`config.mk`:
```
export PLATFORM = sky130hd
export DESIGN_NAME = sync_fifo_param
export DESIGN_NICKNAME = d
export VERILOG_FILES = /design/src/rtl/fifo_pkg.sv /design/src/rtl/fifo_mem.sv /design/src/rtl/sync_fifo_param.sv
export SDC_FILE = /design/constraint.sdc
export NUM_CORES = 1
export LEC_CHECK = 0
export ABC_AREA = 1
export ABC_CLOCK_PERIOD_IN_PS = 3100
export BUFFER_PORTS_ARGS = -buffer_cell sky130_fd_sc_hd__buf_2
export CAP_MARGIN = 20
export CORE_ASPECT_RATIO = 0.9
export CORE_UTILIZATION = 62
export DETAILED_ROUTE_END_ITERATION = 10
export PLACE_DENSITY = 0.91
export SYNTH_ARGS = -nofsm -noshare
export SYNTH_HDL_FRONTEND = slang
export SYNTH_HIERARCHICAL = 1
export SYNTH_SLANG_ARGS = --single-unit
```
`constraint.sdc`:
```
create_clock -name clk -period 3.1 [get_ports clk]
set_input_delay 0.155 -clock clk [delete_from_list [all_inputs] [get_ports clk]]
set_output_delay 0.155 -clock clk [all_outputs]
set_load 0.02 [all_outputs]
```
`src/rtl/fifo_pkg.sv`:
```
// Shared definitions for the single-clock FIFO family: read-mode enum,
// default sizing constants and the power-of-two check used at elaboration.
package fifo_pkg;

    typedef enum logic {
        FIFO_STD,
        FIFO_FWFT
    } fifo_mode_e;

    localparam int FIFO_DATA_W = 32;
    localparam int FIFO_DEPTH  = 16;

    function automatic bit isPow2(input int value);
        return (value > 0) && ((value & (value - 1)) == 0);
    endfunction

endpackage

```
`src/rtl/fifo_mem.sv`:
```
// Simple dual-port register array: one synchronous write port and one
// asynchronous read address. Contents are deliberately not reset.
module fifo_mem #(
    parameter int DATA  = 32,
    parameter int DEPTH = 16,
    localparam int AW   = $clog2(DEPTH)
) (
    input  logic            clk,
    input  logic            we,
    input  logic [AW-1:0]   waddr,
    input  logic [DATA-1:0] wdata,
    input  logic [AW-1:0]   raddr,
    output logic [DATA-1:0] rdata
);

    logic [DATA-1:0] r_mem [DEPTH];

    always_ff @(posedge clk) begin
        if (we) begin
            r_mem[waddr] <= wdata;
        end
    end

    assign rdata = r_mem[raddr];

endmodule

```
`src/rtl/sync_fifo_param.sv`:
```
// Single-clock FIFO with occupancy count, programmable almost-full/empty
// thresholds, sticky overflow/underflow flags and selectable FWFT read mode.
module sync_fifo_param
    import fifo_pkg::*;
#(
    parameter int DATA   = FIFO_DATA_W,
    parameter int DEPTH  = FIFO_DEPTH,
    parameter int AFULL  = DEPTH - 2,
    parameter int AEMPTY = 2,
    parameter int FWFT   = 0
) (
    input  logic                     clk,
    input  logic                     reset,
    input  logic                     write,
    input  logic [DATA-1:0]          wdata,
    output logic                     wfull,
    output logic                     walmost_full,
    input  logic                     read,
    output logic [DATA-1:0]          rdata,
    output logic                     rempty,
    output logic                     ralmost_empty,
    output logic [$clog2(DEPTH):0]   count,
    output logic                     overflow,
    output logic                     underflow,
    input  logic                     clear_err
);

    localparam int AW = $clog2(DEPTH);
    localparam int CW = AW + 1;
    localparam fifo_mode_e MODE = (FWFT != 0) ? FIFO_FWFT : FIFO_STD;

    if (!isPow2(DEPTH) || DEPTH < 4) begin : g_badDepth
        $error("sync_fifo_param: DEPTH must be a power of two >= 4");
    end
    if (!(AEMPTY > 0 && AEMPTY < AFULL && AFULL < DEPTH)) begin : g_badThresh
        $error("sync_fifo_param: need 0 < AEMPTY < AFULL < DEPTH");
    end

    logic [CW-1:0]   r_wptr, r_rptr, r_count;
    logic [CW-1:0]   w_wptrNext, w_rptrNext, w_countNext;
    logic            r_wfull, r_walmostFull, r_rempty, r_ralmostEmpty;
    logic            r_overflow, r_underflow;
    logic            w_wrAccept, w_rdAccept;
    logic [DATA-1:0] w_memRdata;

    // A write into a full FIFO is refused even if a read frees a slot this cycle.
    assign w_wrAccept  = write && !r_wfull;
    assign w_rdAccept  = read && !r_rempty;
    assign w_wptrNext  = r_wptr + CW'(w_wrAccept);
    assign w_rptrNext  = r_rptr + CW'(w_rdAccept);
    assign w_countNext = w_wptrNext - w_rptrNext;

    always_ff @(posedge clk or posedge reset) begin
        if (reset) begin
            r_wptr         <= '0;
            r_rptr         <= '0;
            r_count        <= '0;
            r_wfull        <= 1'b0;
            r_walmostFull  <= 1'b0;
            r_rempty       <= 1'b1;
            r_ralmostEmpty <= 1'b1;
        end else begin
            r_wptr         <= w_wptrNext;
            r_rptr         <= w_rptrNext;
            r_count        <= w_countNext;
            r_wfull        <= (w_countNext == CW'(DEPTH));
            r_walmostFull  <= (w_countNext >= CW'(AFULL));
            r_rempty       <= (w_countNext == '0);
            r_ralmostEmpty <= (w_countNext <= CW'(AEMPTY));
        end
    end

    // Sticky error flags; a new error wins over a coincident clear.
    always_ff @(posedge clk or posedge reset) begin
        if (reset) begin
            r_overflow  <= 1'b0;
            r_underflow <= 1'b0;
        end else begin
            if (write && r_wfull) begin
                r_overflow <= 1'b1;
            end else if (clear_err) begin
                r_overflow <= 1'b0;
            end
            if (read && r_rempty) begin
                r_underflow <= 1'b1;
            end else if (clear_err) begin
                r_underflow <= 1'b0;
            end
        end
    end

    fifo_mem #(
        .DATA  (DATA),
        .DEPTH (DEPTH)
    ) u_mem (
        .clk   (clk),
        .we    (w_wrAccept),
        .waddr (r_wptr[AW-1:0]),
        .wdata (wdata),
        .raddr (r_rptr[AW-1:0]),
        .rdata (w_memRdata)
    );

    if (MODE == FIFO_FWFT) begin : g_fwft
        assign rdata = w_memRdata;
    end else begin : g_std
        logic [DATA-1:0] r_rdata;

        always_ff @(posedge clk or posedge reset) begin
            if (reset) begin
                r_rdata <= '0;
            end else if (w_rdAccept) begin
                r_rdata <= w_memRdata;
            end
        end

        assign rdata = r_rdata;
    end

    assign wfull         = r_wfull;
    assign walmost_full  = r_walmostFull;
    assign rempty        = r_rempty;
    assign ralmost_empty = r_ralmostEmpty;
    assign count         = r_count;
    assign overflow      = r_overflow;
    assign underflow     = r_underflow;

endmodule
```
Yosys cells after proc, flatten, opt, wreduce, memory -nomap -nowiden:

Memories as Yosys holds them, arrays and structs flattened. A register that Yosys moved wholly into a read port is not among the register bits.
Cells that the tools add are included.

* $add $sub $neg: 3
* magnitude comparators: 2
* equal/unequal tests: 1
* mux-type cells: 5
* reduce and logical (&&, ||, !) cells: 9

Operator list (number)
* 5-bit by 1-bit adder with 5-bit output: 2
* 5-bit equality test, second input constant: 1
* 5-bit by 4-bit >= comparator with 1-bit output, second input constant: 1
* 5-bit by 2-bit <= comparator with 1-bit output, second input constant: 1
* 5-bit logical NOT: 1
* 1-bit two-way mux: 5
* 5-bit subtractor: 1
* 1-bit logical AND: 4
* 2-bit nonzero test: 2
* 1-bit logical NOT: 2

* bits in registers: 21
* memory bits (writable): 512
* input port bits: 37
* output and inout port bits: 43
* logic and storage cells: 30
* memories: 1

Memories
* u_mem.r_mem: depth 16, bits a word 32, rd ports 1, clocked after memory_dff 1, write ports 1, RTL line fifo_mem.sv:16 `logic [DATA-1:0] r_mem [DEPTH];`

Logic depth before layout (Yosys ltp):

Gate-level depths: netlist of the first run.

* depth after elaboration: 5
* depth in mapped cells: 15
* mapped depth without buffers: 15

By module:

The synthesis of the first run kept the hierarchy.

Modules (own cells, without submodules)
* fifo_mem: instances 1, cells each 2088, area an instance 22089.9 um2, seq. area each 15374.7 um2
* sync_fifo_param: instances 1, cells each 276, area an instance 2394.8 um2, seq. area each 1328.8 um2

Least setup slack after synthesis of the first run:

OpenSTA, ideal clock, no wires.

* path kind: register to register
* start: reg r_wfull, in the netlist wfull
* end: mem u_mem.r_mem[12][0] (enable)
* library setup time: 421 ps
* arrival time: 2243 ps
* data required time: 2679 ps
* slack: 436 ps
* cell stages (with the launch flop): 4
* buffers on the path: 0
* clock period less this slack: 2664 ps
* path through: dfrtp_1 > nor2_1 > nand3_1 > nor2_1

* cells in the longest elaborated chain, start to end: 4

Ends and longest elaborated chain
* from (decl): RTL line sync_fifo_param.sv:41 `logic r_wfull, r_walmostFull, r_rempty, r_ralmostEmpty;`
* from (signal assigned): RTL line sync_fifo_param.sv:66 `r_wfull <= (w_countNext == CW'(DEPTH));`
* 1-bit logical NOT: RTL line sync_fifo_param.sv:47 `assign w_wrAccept = write && !r_wfull;`
* 1-bit logical AND: RTL line sync_fifo_param.sv:47
* named net w_wrAccept: RTL line sync_fifo_param.sv:43 `logic w_wrAccept, w_rdAccept;`
* 1-bit two-way mux: RTL line fifo_mem.sv:19 `if (we) begin`
* 1-bit two-way mux (implied by the code): RTL line fifo_mem.sv:20 `r_mem[waddr] <= wdata;`
* to (decl): RTL line fifo_mem.sv:16

The timed path passes the listed nets, and every way through them passes these cells.

Final worst setup path of the first run:

* start: reg r_wfull, in the netlist wfull
* end: reg r_walmostFull, in the netlist walmost_full

* cells in the longest elaborated chain, start to end: 5

Ends and longest elaborated chain
* 1-bit logical NOT: RTL line sync_fifo_param.sv:47
* 1-bit logical AND: RTL line sync_fifo_param.sv:47
* named net w_wrAccept: RTL line sync_fifo_param.sv:43
* 5-bit by 1-bit adder with 5-bit output: RTL line sync_fifo_param.sv:49 `assign w_wptrNext = r_wptr + CW'(w_wrAccept);`
* named net w_wptrNext[1]: RTL line sync_fifo_param.sv:40 `logic [CW-1:0] w_wptrNext, w_rptrNext, w_countNext;`
* 5-bit subtractor: RTL line sync_fifo_param.sv:51 `assign w_countNext = w_wptrNext - w_rptrNext;`
* 5-bit by 4-bit >= comparator with 1-bit output: RTL line sync_fifo_param.sv:67 `r_walmostFull <= (w_countNext >= CW'(AFULL));`
* to (signal assigned): RTL line sync_fifo_param.sv:67
* to (decl): RTL line sync_fifo_param.sv:41

The timed path passes the listed nets, and every way through them passes these cells.
A chain may end at the register's enable or synchronous reset.

==> impl_metrics.env, run 1 <==
export IMPL_synth_top_area_cell="edfxtp_1"
export IMPL_fp_dieH_um=191
export IMPL_cts_tree="yes"
export IMPL_whs_ns=0.0288
export IMPL_end_kind="flop"
export IMPL_synthFlopType="edfxtp_1"
export IMPL_synth_warnings=6
export IMPL_cts_buffers=53
export IMPL_core_um2=38600
export IMPL_num_vias=17900
export IMPL_nets=2500
export IMPL_ant_nets=0
export IMPL_start_kind="flop"
export IMPL_fillers=2388
export IMPL_dp_hpwl_mm=34.5
export IMPL_synth_cell_types=27
export IMPL_hold_path_class="primary input to flop"
export IMPL_netlist_instances=2364
export IMPL_peakVddDrop_uv=654
export IMPL_slowest_stage="nor2_1"
export IMPL_place_gp_congestion=0.869
export IMPL_syn_num_nets=2408
export IMPL_grt_max_degree=257
export IMPL_dr_pass1_iters=6
export IMPL_drc_errors=0
export IMPL_fin_crit_sh_pct=82.1
export IMPL_relSlewSlack_pct=17.7
export IMPL_status="complete, no violations"
export IMPL_vias_per_cell=5.92
export IMPL_ys_seq_elements=565
export IMPL_clk_latency_ns=0.59
export IMPL_track_usage_pct=31.5
export IMPL_antenna_found_initial=0
export IMPL_clock_skew_ns=0.0212
export IMPL_crit_chain="nor2_1 -> ha_1 -> ha_1 -> xnor2_1 -> ha_1 -> inv_1 -> nand2_1 -> a21oi_2 -> nand2_2 -> nand2_2 -> nand2_1 -> nand2_1 -> nand2_1"
export IMPL_clock_sinks=565
export IMPL_synth_async_reset_ratio_pct=9.38
export IMPL_cts_max_level=2
export IMPL_start_util_pct=63.4
export IMPL_root_buffer="clkbuf_16"
export IMPL_gr_total_overflow=0
export IMPL_synth_edf_count=512
export IMPL_p_per_area_nw_per_um2=934
export IMPL_synth_top_area_share_pct=62.8
export IMPL_grt_pass1_wl_mm=94.8
export IMPL_setup_tns_ns=0
export IMPL_rows=68
export IMPL_synth_most_common_cell="nand2_1"
export IMPL_drive_gt1_share_pct=10.1
export IMPL_critical_path_max_fanout=5
export IMPL_post_cts_setup_buffers=0
export IMPL_syn_area_um2=24500
export IMPL_cap_violations=0
export IMPL_cp_arrival_ns=3.02
export IMPL_wire_per_inst_um=20.8
export IMPL_avgSynthCellArea_um2=10.4
export IMPL_die_area_um2=40300
export IMPL_rsz0062_at_grt="false"
export IMPL_worst_pin_slew_ns=1.23
export IMPL_slowest_delay_ns=0.40
export IMPL_cp_top_family="adder cells"
export IMPL_slew_viol_final=0
export IMPL_die_width_um=211
export IMPL_power_leakage_nw=12.1
export IMPL_syn2layout_area_growth_pct=12.3
export IMPL_max_freq_ghz=0.393
export IMPL_synthTopCellsByArea="edfxtp_1 63%, nand2_1 12%, nand3_1 8.0%"
export IMPL_synth_seq_area_share_pct=68.2
export IMPL_totalWireLength_mm=63.0
export IMPL_boundaryPins=80
export IMPL_hold_violations=0
export IMPL_netlist_top_cells_count="812 x nand2_1, 512 x edfxtp_1, 407 x inv_1"
export IMPL_path_clk_slew_ns=0.06
export IMPL_path_buf_inv=1
export IMPL_clockBufferDepth=3
export IMPL_io_buffers=79
export IMPL_worstPathRequired_ns=3.58
export IMPL_cpMostUsedCell="nand2_1"
export IMPL_setup_violations=0
export IMPL_n_antenna_cell=0
export IMPL_fin_crit_ns=2.55
export IMPL_first_global_vias=17200
export IMPL_first_iter_violations=2714
export IMPL_path_class="flop to flop"
area by class of cell:
cell class | count | area (um2) | share of cell area (%)
inverter | 413 | 1560 | 5.67
clock buffer | 71 | 1510 | 5.48
timing repair buffer | 150 | 1220 | 4.45
tap | 525 | 657 | 2.39
clock inverter | 28 | 243 | 0.882
multi-input combinational | 1273 | 5600 | 20.4
sequential | 565 | 16700 | 60.8
state kept, by name, indices dropped and copies added (netlist names):
| signal | count |
|---|---|
| count | 5 |
| overflow | 1 |
| r_rptr | 5 |
| r_wptr | 5 |
| ralmost_empty | 1 |
| rdata | 32 |
| rempty | 1 |
| u_mem/r_mem | 512 |
| underflow | 1 |
| walmost_full | 1 |
| wfull | 1 |
through the flow:
stage	instance area (um2)	utilization (%)	std cells	power (mW)	setup WS (ns)
final	27500	71.2	3025	25.7	0.554
after floorplan	24500	-	2364	16.3	0.436
after detailed placement	25400	65.8	2893	18.8	0.602
after global routing	27500	71.2	3025	26.8	0.445
after global placement	25400	65.8	2893	18.4	0.630
after CTS	27500	71.2	3025	25.5	0.581
where the power goes:
| group | internal, mW | switching, mW | leakage [nW] |
|---|---|---|---|
| registers | 9.34 | 0.484 | 5.26 |
| clock network | 3.74 | 2.77 | 0.865 |
| logic | 2.64 | 6.71 | 5.95 |
layer usage:
layer | up-vias | global-route usage [%] | share of wire (%)
li1 | 7779 | - | -
met1 | 8481 | 40.5 | 35
met2 | 1397 | 51.2 | 48
met3 | 240 | 5.83 | 12
met4 | 0 | 17.1 | 5.0
met5 | - | 0 | 0
path summary, 6_finish.rpt:
| kind | start | end | slack, ns | depth (start not counted) |
|---|---|---|---|---|
| setup reg to reg | wfull | walmost_full | 0.55 | 13 |
| hold / removal | wdata[12] | u_mem/r_mem[11][12] | 0.03 | 1 |
| min in group asynchronous | reset | underflow | 0.19 | 3 |
| setup / recovery | wfull | walmost_full | 0.55 | 13 |
| hold reg to reg | rdata[2] | rdata[2] | 0.47 | 2 |
| max in group asynchronous | reset | rdata[15] | 1.97 | 4 |
timing repair:
| action | CTS | global route |
|---|---|---|
| hold endpoints to repair | 456 | 0 |
| resized for setup | 0 | 0 |
| setup endpoints to repair | 0 | 0 |
| hold buffers | 33 | 0 |
cell families after synthesis:
family	share of synthesized area, %
XOR/XNOR	0.0358
AND/OR/NAND/NOR	21.8
adder cells (fa/ha/maj)	0.358
flip-flops	68.2
buffers and inverters	9.42
AO/OA/AOI/OAI	0.148
layout by cell type, fill, tap and decap left out, drive strengths merged:
| cell type | instances |
|---|---|
| dlygate4sd3 | 33 |
| nand2 | 830 |
| clkinv | 22 |
| dfstp | 2 |
| a21boi | 1 |
| a21oi | 3 |
| buf | 117 |
| inv | 414 |
| clkinvlp | 1 |
| nand3 | 395 |
| edfxtp | 512 |
| ha | 7 |
| clkbuf | 71 |
| nor2 | 25 |
| o21ai | 2 |
| nand3b | 2 |
| dfrtp | 51 |
| xnor2 | 1 |
| bufinv | 4 |
| nand4 | 7 |
Power figures use the tool's default switching activity.
==> inputs of run 2 (changes only) <==
--- a/config.mk
+++ b/config.mk
@@ -5,14 +5,14 @@
 export SDC_FILE = /design/constraint.sdc
 export NUM_CORES = 1
 export LEC_CHECK = 0
-export ABC_AREA = 1
-export ABC_CLOCK_PERIOD_IN_PS = 3100
+export ABC_AREA = 0
+export ABC_CLOCK_PERIOD_IN_PS = 2100
 export BUFFER_PORTS_ARGS = -buffer_cell sky130_fd_sc_hd__buf_2
 export CAP_MARGIN = 20
 export CORE_ASPECT_RATIO = 0.9
-export CORE_UTILIZATION = 62
+export CORE_UTILIZATION = 55
 export DETAILED_ROUTE_END_ITERATION = 10
-export PLACE_DENSITY = 0.91
+export PLACE_DENSITY = 0.86
 export SYNTH_ARGS = -nofsm -noshare
 export SYNTH_HDL_FRONTEND = slang
 export SYNTH_HIERARCHICAL = 1
==> constraint.sdc (replaced) <==
create_clock -name clk -period 2.1 [get_ports clk]
set_input_delay 0.105 -clock clk [delete_from_list [all_inputs] [get_ports clk]]
set_output_delay 0.105 -clock clk [all_outputs]
set_load 0.02 [all_outputs]
==> run 2 against run 1 <==
  * The run now ends with setup timing left
  * Core utilization down 2.2 points
  * Fmax down 4.6%
  * Non-clock buffer count rose by 66
  * Via count shrank 37%
  * First-iteration DRC count down 53%
  * Die area shrank 1.5%
  * Sequential cell count stayed put
  * Critical path depth shrank 2
  * Count of clock-buffer cells in the layout fell by 1
==> impl_metrics.env, run 2 <==
export IMPL_status="complete, but fails checks"
export IMPL_failed_checks="setup timing"
export IMPL_first_iter_violations=1263
export IMPL_final_cell_mix="512 x edfxtp_1, 128 x mux4_2, 79 x buf_2"
export IMPL_clock_sinks=565
export IMPL_cp_arrival_ns=3.13
export IMPL_drc_errors=0
export IMPL_root_buffer="clkbuf_16"
export IMPL_top_register="u_mem/r_mem"
export IMPL_regArea_um2=16700
export IMPL_slowest_stage="dfstp_2"
export IMPL_grt_pass1_wl_mm=78.4
export IMPL_synth_top_area_share_pct=71.9
export IMPL_max_freq_ghz=0.375
export IMPL_dp_hpwl_mm=25.6
export IMPL_fin_crit_sh_pct=127
export IMPL_worst_pin_slew_ns=0.855
export IMPL_die_area_um2=39700
export IMPL_reg2reg_depth=11
export IMPL_synth_cell_types=39
export IMPL_hp_start="write"
export IMPL_timing_rr_start="rempty"
export IMPL_fillers=2217
export IMPL_dr_pass1_iters=5
export IMPL_synth_seq_area_share_pct=78.1
export IMPL_gr_total_overflow=0
export IMPL_dpl_instance_area_um2=23300
export IMPL_final_cells=1743
export IMPL_syn2layout_area_growth_pct=23.7
export IMPL_synth_async_reset_ratio_pct=9.38
export IMPL_num_vias=11300
export IMPL_rows=68
export IMPL_track_usage_pct=28.1
export IMPL_first_global_vias=11900
export IMPL_clock_skew_ns=0.0362
export IMPL_layout_commonest_cell="edfxtp_1"
export IMPL_hold_end="r_wptr[0]"
export IMPL_fp_dieH_um=189
export IMPL_antenna_found_initial=1
export IMPL_totalWireLength_mm=54.5
export IMPL_use_met1_pct=35.8
export IMPL_wire_per_inst_um=31.3
export IMPL_ff2ff_setup_slack_ns=-0.57
export IMPL_start_util_pct=55.8
export IMPL_p_per_area_nw_per_um2=1480
export IMPL_peakVddDrop_uv=849
export IMPL_multi_input_area_um2=5010
export IMPL_synth_top_area_cell="edfxtp_1"
export IMPL_worstPathRequired_ns=2.57
export IMPL_synth_edf_count=512
export IMPL_hold_path_class="primary input to flop"
export IMPL_slew_viol_final=0
export IMPL_cts_buffers=52
export IMPL_preCtsSetupSlack_ns=-0.595
export IMPL_critical_path_max_fanout=5
export IMPL_largest_reg_flops=512
export IMPL_clk_latency_ns=0.61
export IMPL_slowest_delay_ns=0.53
export IMPL_ant_nets=0
export IMPL_end_kind="flop"
export IMPL_synth_warnings=6
export IMPL_die_width_um=210
export IMPL_netlist_top_cells_count="512 x edfxtp_1, 128 x mux4_2, 64 x a22oi_1"
export IMPL_busiest_layer="met2"
export IMPL_path_class="flop to flop"
export IMPL_cts_max_level=2
export IMPL_syn_area_um2=21400
export IMPL_synthFlopType="edfxtp_1"
export IMPL_relSlewSlack_pct=42.9
export IMPL_layout_setup_ws_ns=-0.568
export IMPL_synth_most_common_cell="edfxtp_1"
export IMPL_rsz0062_at_grt="true"
export IMPL_final_area_um2=26500
export IMPL_start_kind="flop"
export IMPL_placed_cells=1576
export IMPL_clockBufferDepth=3
export IMPL_crit_chain="nand2b_4 -> inv_4 -> ha_4 -> ha_4 -> xnor2_2 -> ha_2 -> a21oi_2 -> maj3_2 -> maj3_2 -> xor3_2 -> a31o_1"
export IMPL_setup_violations=34
export IMPL_final_core_util_pct=69.0
export IMPL_ys_seq_elements=565
export IMPL_fin_crit_ns=2.67
export IMPL_vias_per_cell=6.46
export IMPL_met2_usage_pct=47.8
export IMPL_avgSynthCellArea_um2=22.5
export IMPL_syn_num_nets=995
export IMPL_r2r_end="walmost_full"
export IMPL_holdPathStages=3
export IMPL_cap_violations=0
export IMPL_core_um2=38400
export IMPL_hold_violations=0
export IMPL_netlist_instances=951
export IMPL_cp_top_family="adder cells"
export IMPL_drive_gt1_share_pct=43.5
export IMPL_path_clk_slew_ns=0.06
export IMPL_path_buf_inv=1
export IMPL_grtUsageMet3_pct=4.84
export IMPL_power_leakage_nw=8.93
export IMPL_grt_max_degree=77
export IMPL_boundaryPins=80
export IMPL_nets=1218
export IMPL_synthTopCellsByArea="edfxtp_1 72%, mux4_2 13%, dfrtp_1 6.0%"
export IMPL_place_gp_congestion=0.771
export IMPL_io_buffers=79
export IMPL_cts_tree="yes"
-- run 2: cell count changes after synthesis, sizes merged, moves of 32 or more --
cell | before | now
nand2 | 830 | 38
inv | 413 | 10
nand3 | 395 | 5
mux4 | 0 | 128
buf | 96 | 26
a22oi | 0 | 64
mux2 | 0 | 32
-- run 2: worst register-to-register path: stages (launching register included) --
cell and delay (ns):
dfstp_2 0.53, nand2b_4 0.13, inv_4 0.04, ha_4 0.16, ha_4 0.28, xnor2_2 0.10
ha_2 0.19, a21oi_2 0.04, maj3_2 0.31, maj3_2 0.30, xor3_2 0.29, a31o_1 0.21
-- run 2: per-stage QoR --
stage | TNS, ns | power (mW) | hold WS (ns)
4_1_cts | -8.86 | 38.4 | 0.0256
2_1_floorplan | -83.19 | 22.3 | 0.204
6_report | -4.55 | 39.2 | 0.0100
3_5_place_dp | -8.39 | 26.1 | 0.217
3_3_place_gp | -6.35 | 25.4 | 0.207
5_1_grt | -6.21 | 40.4 | 0.0158
-- run 2: cells by family (layout without fill, tap and decap cells) --
family,count (synthesis),in the layout,share of synthesized area (%)
mux,161,161,15.2
fa+ha+maj,10,10,0.561
buf+inv,57,323,1.29
simple gates,75,75,1.64
other cells,0,1,0
xor+xnor,12,12,0.754
flops,565,565,78.1
compound gates,71,71,2.48
-- run 2: metal layers --
layer  routed length, um  vias up
li1                    -     4412
met1               19700     5928
met2               28000      762
met3                4310      160
met4                2520        0
met5                   0        -
-- run 2: report_power, final --
group	switching, mW	internal [mW]
Clock	4.19	5.75
Sequential	0.617	13.9
Combinational	7.63	7.11
-- run 2: timing repair --
item,4_1_cts,5_1_grt
buffers inserted,14,8
pin swaps,44,31
gates cloned,11,3
hold buffers,37,0
endpoints found under the hold margin,568,0
setup endpoints to repair,37,39
resized for setup,83,49
-- run 2: cell type report --
class / instances / area share (%)
diodes: 1 / 0.00945
clock buffers: 70 / 5.36
clock inverters: 27 / 1.37
inverters: 10 / 0.151
multi-input cells: 329 / 18.9
flip-flops and latches: 565 / 63.1
well taps: 525 / 2.48
repair buffers: 216 / 8.59
-- run 2: worst max-delay path by stage --
stage / start / endpoint / slack, ns / depth (start not counted)
after floorplan: rempty / walmost_full / -0.86 / 13
after global placement: rempty / walmost_full / -0.51 / 11
after detailed placement: rempty / wfull / -0.59 / 11
after CTS: rempty / wfull / -0.58 / 11
after global routing: rempty / wfull / -0.66 / 11
final: rempty / walmost_full / -0.57 / 11
==> inputs of run 3 (changes only) <==
--- a/config.mk
+++ b/config.mk
@@ -7,11 +7,11 @@
 export LEC_CHECK = 0
 export ABC_AREA = 0
 export ABC_CLOCK_PERIOD_IN_PS = 2100
-export BUFFER_PORTS_ARGS = -buffer_cell sky130_fd_sc_hd__buf_2
 export CAP_MARGIN = 20
 export CORE_ASPECT_RATIO = 0.9
-export CORE_UTILIZATION = 55
+export CORE_UTILIZATION = 57
 export DETAILED_ROUTE_END_ITERATION = 10
+export DONT_BUFFER_PORTS = 1
 export PLACE_DENSITY = 0.86
 export SYNTH_ARGS = -nofsm -noshare
 export SYNTH_HDL_FRONTEND = slang
==> run 3 against run 2 <==
  * The run ends with DRC, setup timing left
  * Via count is 0.43% lower
  * Critical path type unchanged
  * Clock skew fell by 0.0086 ns
  * Die area is 3.5% lower
  * Critical endpoint unchanged
==> impl_metrics.env, run 3 (synthesis results as in run 2) <==
export IMPL_largest_reg_flops=512
export IMPL_start_kind="flop"
export IMPL_failed_checks="DRC, setup timing"
export IMPL_path_clk_slew_ns=0.07
export IMPL_cts_buffers=53
export IMPL_cp_top_family="adder cells"
export IMPL_gr_total_overflow=0
export IMPL_hold_path_class="primary input to async pin"
export IMPL_fin_crit_ns=2.70
export IMPL_nets=1151
export IMPL_cts_tree="yes"
export IMPL_fp_dieH_um=186
export IMPL_crit_chain="nand2b_4 -> inv_4 -> ha_4 -> ha_4 -> xnor2_2 -> ha_2 -> a21oi_2 -> maj3_2 -> maj3_2 -> xor3_2 -> a31o_1"
export IMPL_clock_skew_ns=0.0276
export IMPL_ff2ff_setup_slack_ns=-0.60
export IMPL_drive_gt1_share_pct=41.1
export IMPL_cap_violations=0
export IMPL_hold_violations=0
export IMPL_worstPathRequired_ns=2.58
export IMPL_cp_num_cells=11
export IMPL_io_buffers=0
export IMPL_power_leakage_nw=8.72
export IMPL_max_freq_ghz=0.370
export IMPL_track_usage_pct=29.5
export IMPL_num_vias=11200
export IMPL_end_kind="flop"
export IMPL_grt_max_degree=62
export IMPL_worst_pin_slew_ns=1.25
export IMPL_top_layer_used="met5"
export IMPL_reg2reg_depth=11
export IMPL_first_global_vias=11600
export IMPL_clockBufferDepth=3
export IMPL_p_per_area_nw_per_um2=1510
export IMPL_syn2layout_area_growth_pct=22.9
export IMPL_start_util_pct=58.5
export IMPL_drc_errors=20
export IMPL_rsz0062_at_grt="true"
export IMPL_status="complete, but fails checks"
export IMPL_layout_commonest_cell="edfxtp_1"
export IMPL_r2r_end="walmost_full"
export IMPL_timing_rr_start="rempty"
export IMPL_whs_ns=0.00301
export IMPL_crit_path_start="rempty"
export IMPL_die_area_um2=38300
export IMPL_drt_met1_wl_mm=19.9
export IMPL_finalPower_mw=39.7
export IMPL_slew_viol_final=0
export IMPL_path_class="flop to flop"
export IMPL_fillers=1920
export IMPL_ant_nets=0
export IMPL_peakVddDrop_uv=875
export IMPL_setup_violations=79
export IMPL_dr_pass1_iters=8
export IMPL_cp_arrival_ns=3.18
export IMPL_path_buf_inv=1
export IMPL_clock_sinks=565
export IMPL_cts_max_level=2
export IMPL_rows=66
export IMPL_boundaryPins=80
export IMPL_root_buffer="clkbuf_16"
export IMPL_slowest_delay_ns=0.54
export IMPL_dp_hpwl_mm=25.1
export IMPL_multi_input_area_um2=5110
export IMPL_grt_pass1_wl_mm=78.0
export IMPL_core_um2=36600
export IMPL_crit_path_end="walmost_full"
export IMPL_fin_crit_sh_pct=129
export IMPL_clk_latency_ns=0.61
export IMPL_totalWireLength_mm=56.1
export IMPL_place_gp_congestion=0.738
export IMPL_wire_per_inst_um=34.4
export IMPL_vias_per_cell=6.88
export IMPL_regArea_um2=16700
export IMPL_final_cell_mix="512 x edfxtp_1, 128 x mux4_2, 61 x a22oi_2"
export IMPL_route_met2_wl_mm=27.8
export IMPL_die_width_um=206
export IMPL_slowest_stage="dfstp_2"
export IMPL_relSlewSlack_pct=16.7
export IMPL_dr_wl_met3_mm=5.88
export IMPL_top_register="u_mem/r_mem"
export IMPL_antenna_found_initial=4
export IMPL_layout_setup_ws_ns=-0.601
export IMPL_critical_path_max_fanout=5
export IMPL_first_iter_violations=1567
run 3: changes by cell type in the layout (fill, tap and decap cells not counted), sizes merged:
cell,delta
nor2b,+2
bufinv,-3
clkbuf,+6
nor2,+1
inv,+3
diode,+1
buf,-72
clkinvlp,+2
clkinv,-5
bufbuf,+1
run 3: through the flow:
stage          setup WS [ns]  instance area [um2]  setup TNS, ns  utilization (%)  instances
4_1_cts               -0.603                26000          -6.83             71.0       1619
6_report              -0.601                26300          -9.05             71.9       1630
3_5_place_dp          -0.638                22800          -7.02             62.4       1452
5_1_grt               -0.695                26300         -12.68             71.9       1629
2_1_floorplan         -0.865                21600         -83.19                -        951
3_3_place_gp          -0.534                22800          -5.97             62.4       1452
run 3: power by group:
| group | leakage [nW] | internal, mW | total [mW] | switching [mW] |
|---|---|---|---|---|
| Sequential | 5.26 | 13.9 | 15.1 | 1.23 |
| Combinational | 2.58 | 7.20 | 14.6 | 7.40 |
| Clock | 0.880 | 5.66 | 9.94 | 4.28 |
run 3: layout make-up:
class	instances	area share, %
multi-input combinational	332	19.4
timing repair buffer	145	7.74
inverter	10	0.152
sequential	565	63.5
clock buffer	76	5.71
clock inverter	24	1.15
tap	476	2.26
antenna	2	0.0190
run 3: how the worst min path moves through the flow:
stage,slack (ns),startpoint,depth (start not counted),endpoint
final,0.003,reset,2,rdata[1]
after global placement,0.07,reset,1,r_rptr[4]
after floorplan,0.20,wdata[0],0,u_mem/r_mem[0][0]
after CTS,0.02,reset,2,rdata[23]
after global routing,0.04,reset,2,rdata[3]
after detailed placement,0.06,reset,1,r_rptr[4]
run 3: routing by layer:
layer | vias up | track usage, %
met5 | - | 0
met4 | 4 | 12.8
met3 | 163 | 6.99
met2 | 883 | 48.1
met1 | 5846 | 38.2
li1 | 4318 | -
run 3: timing repair:
action	4_1_cts	5_1_grt
endpoints found under the hold margin	568	0
resized for setup	82	47
endpoints found under the setup margin	37	39
buffers inserted	14	8
pin swaps	50	35
hold buffers	37	0
gates cloned	17	5
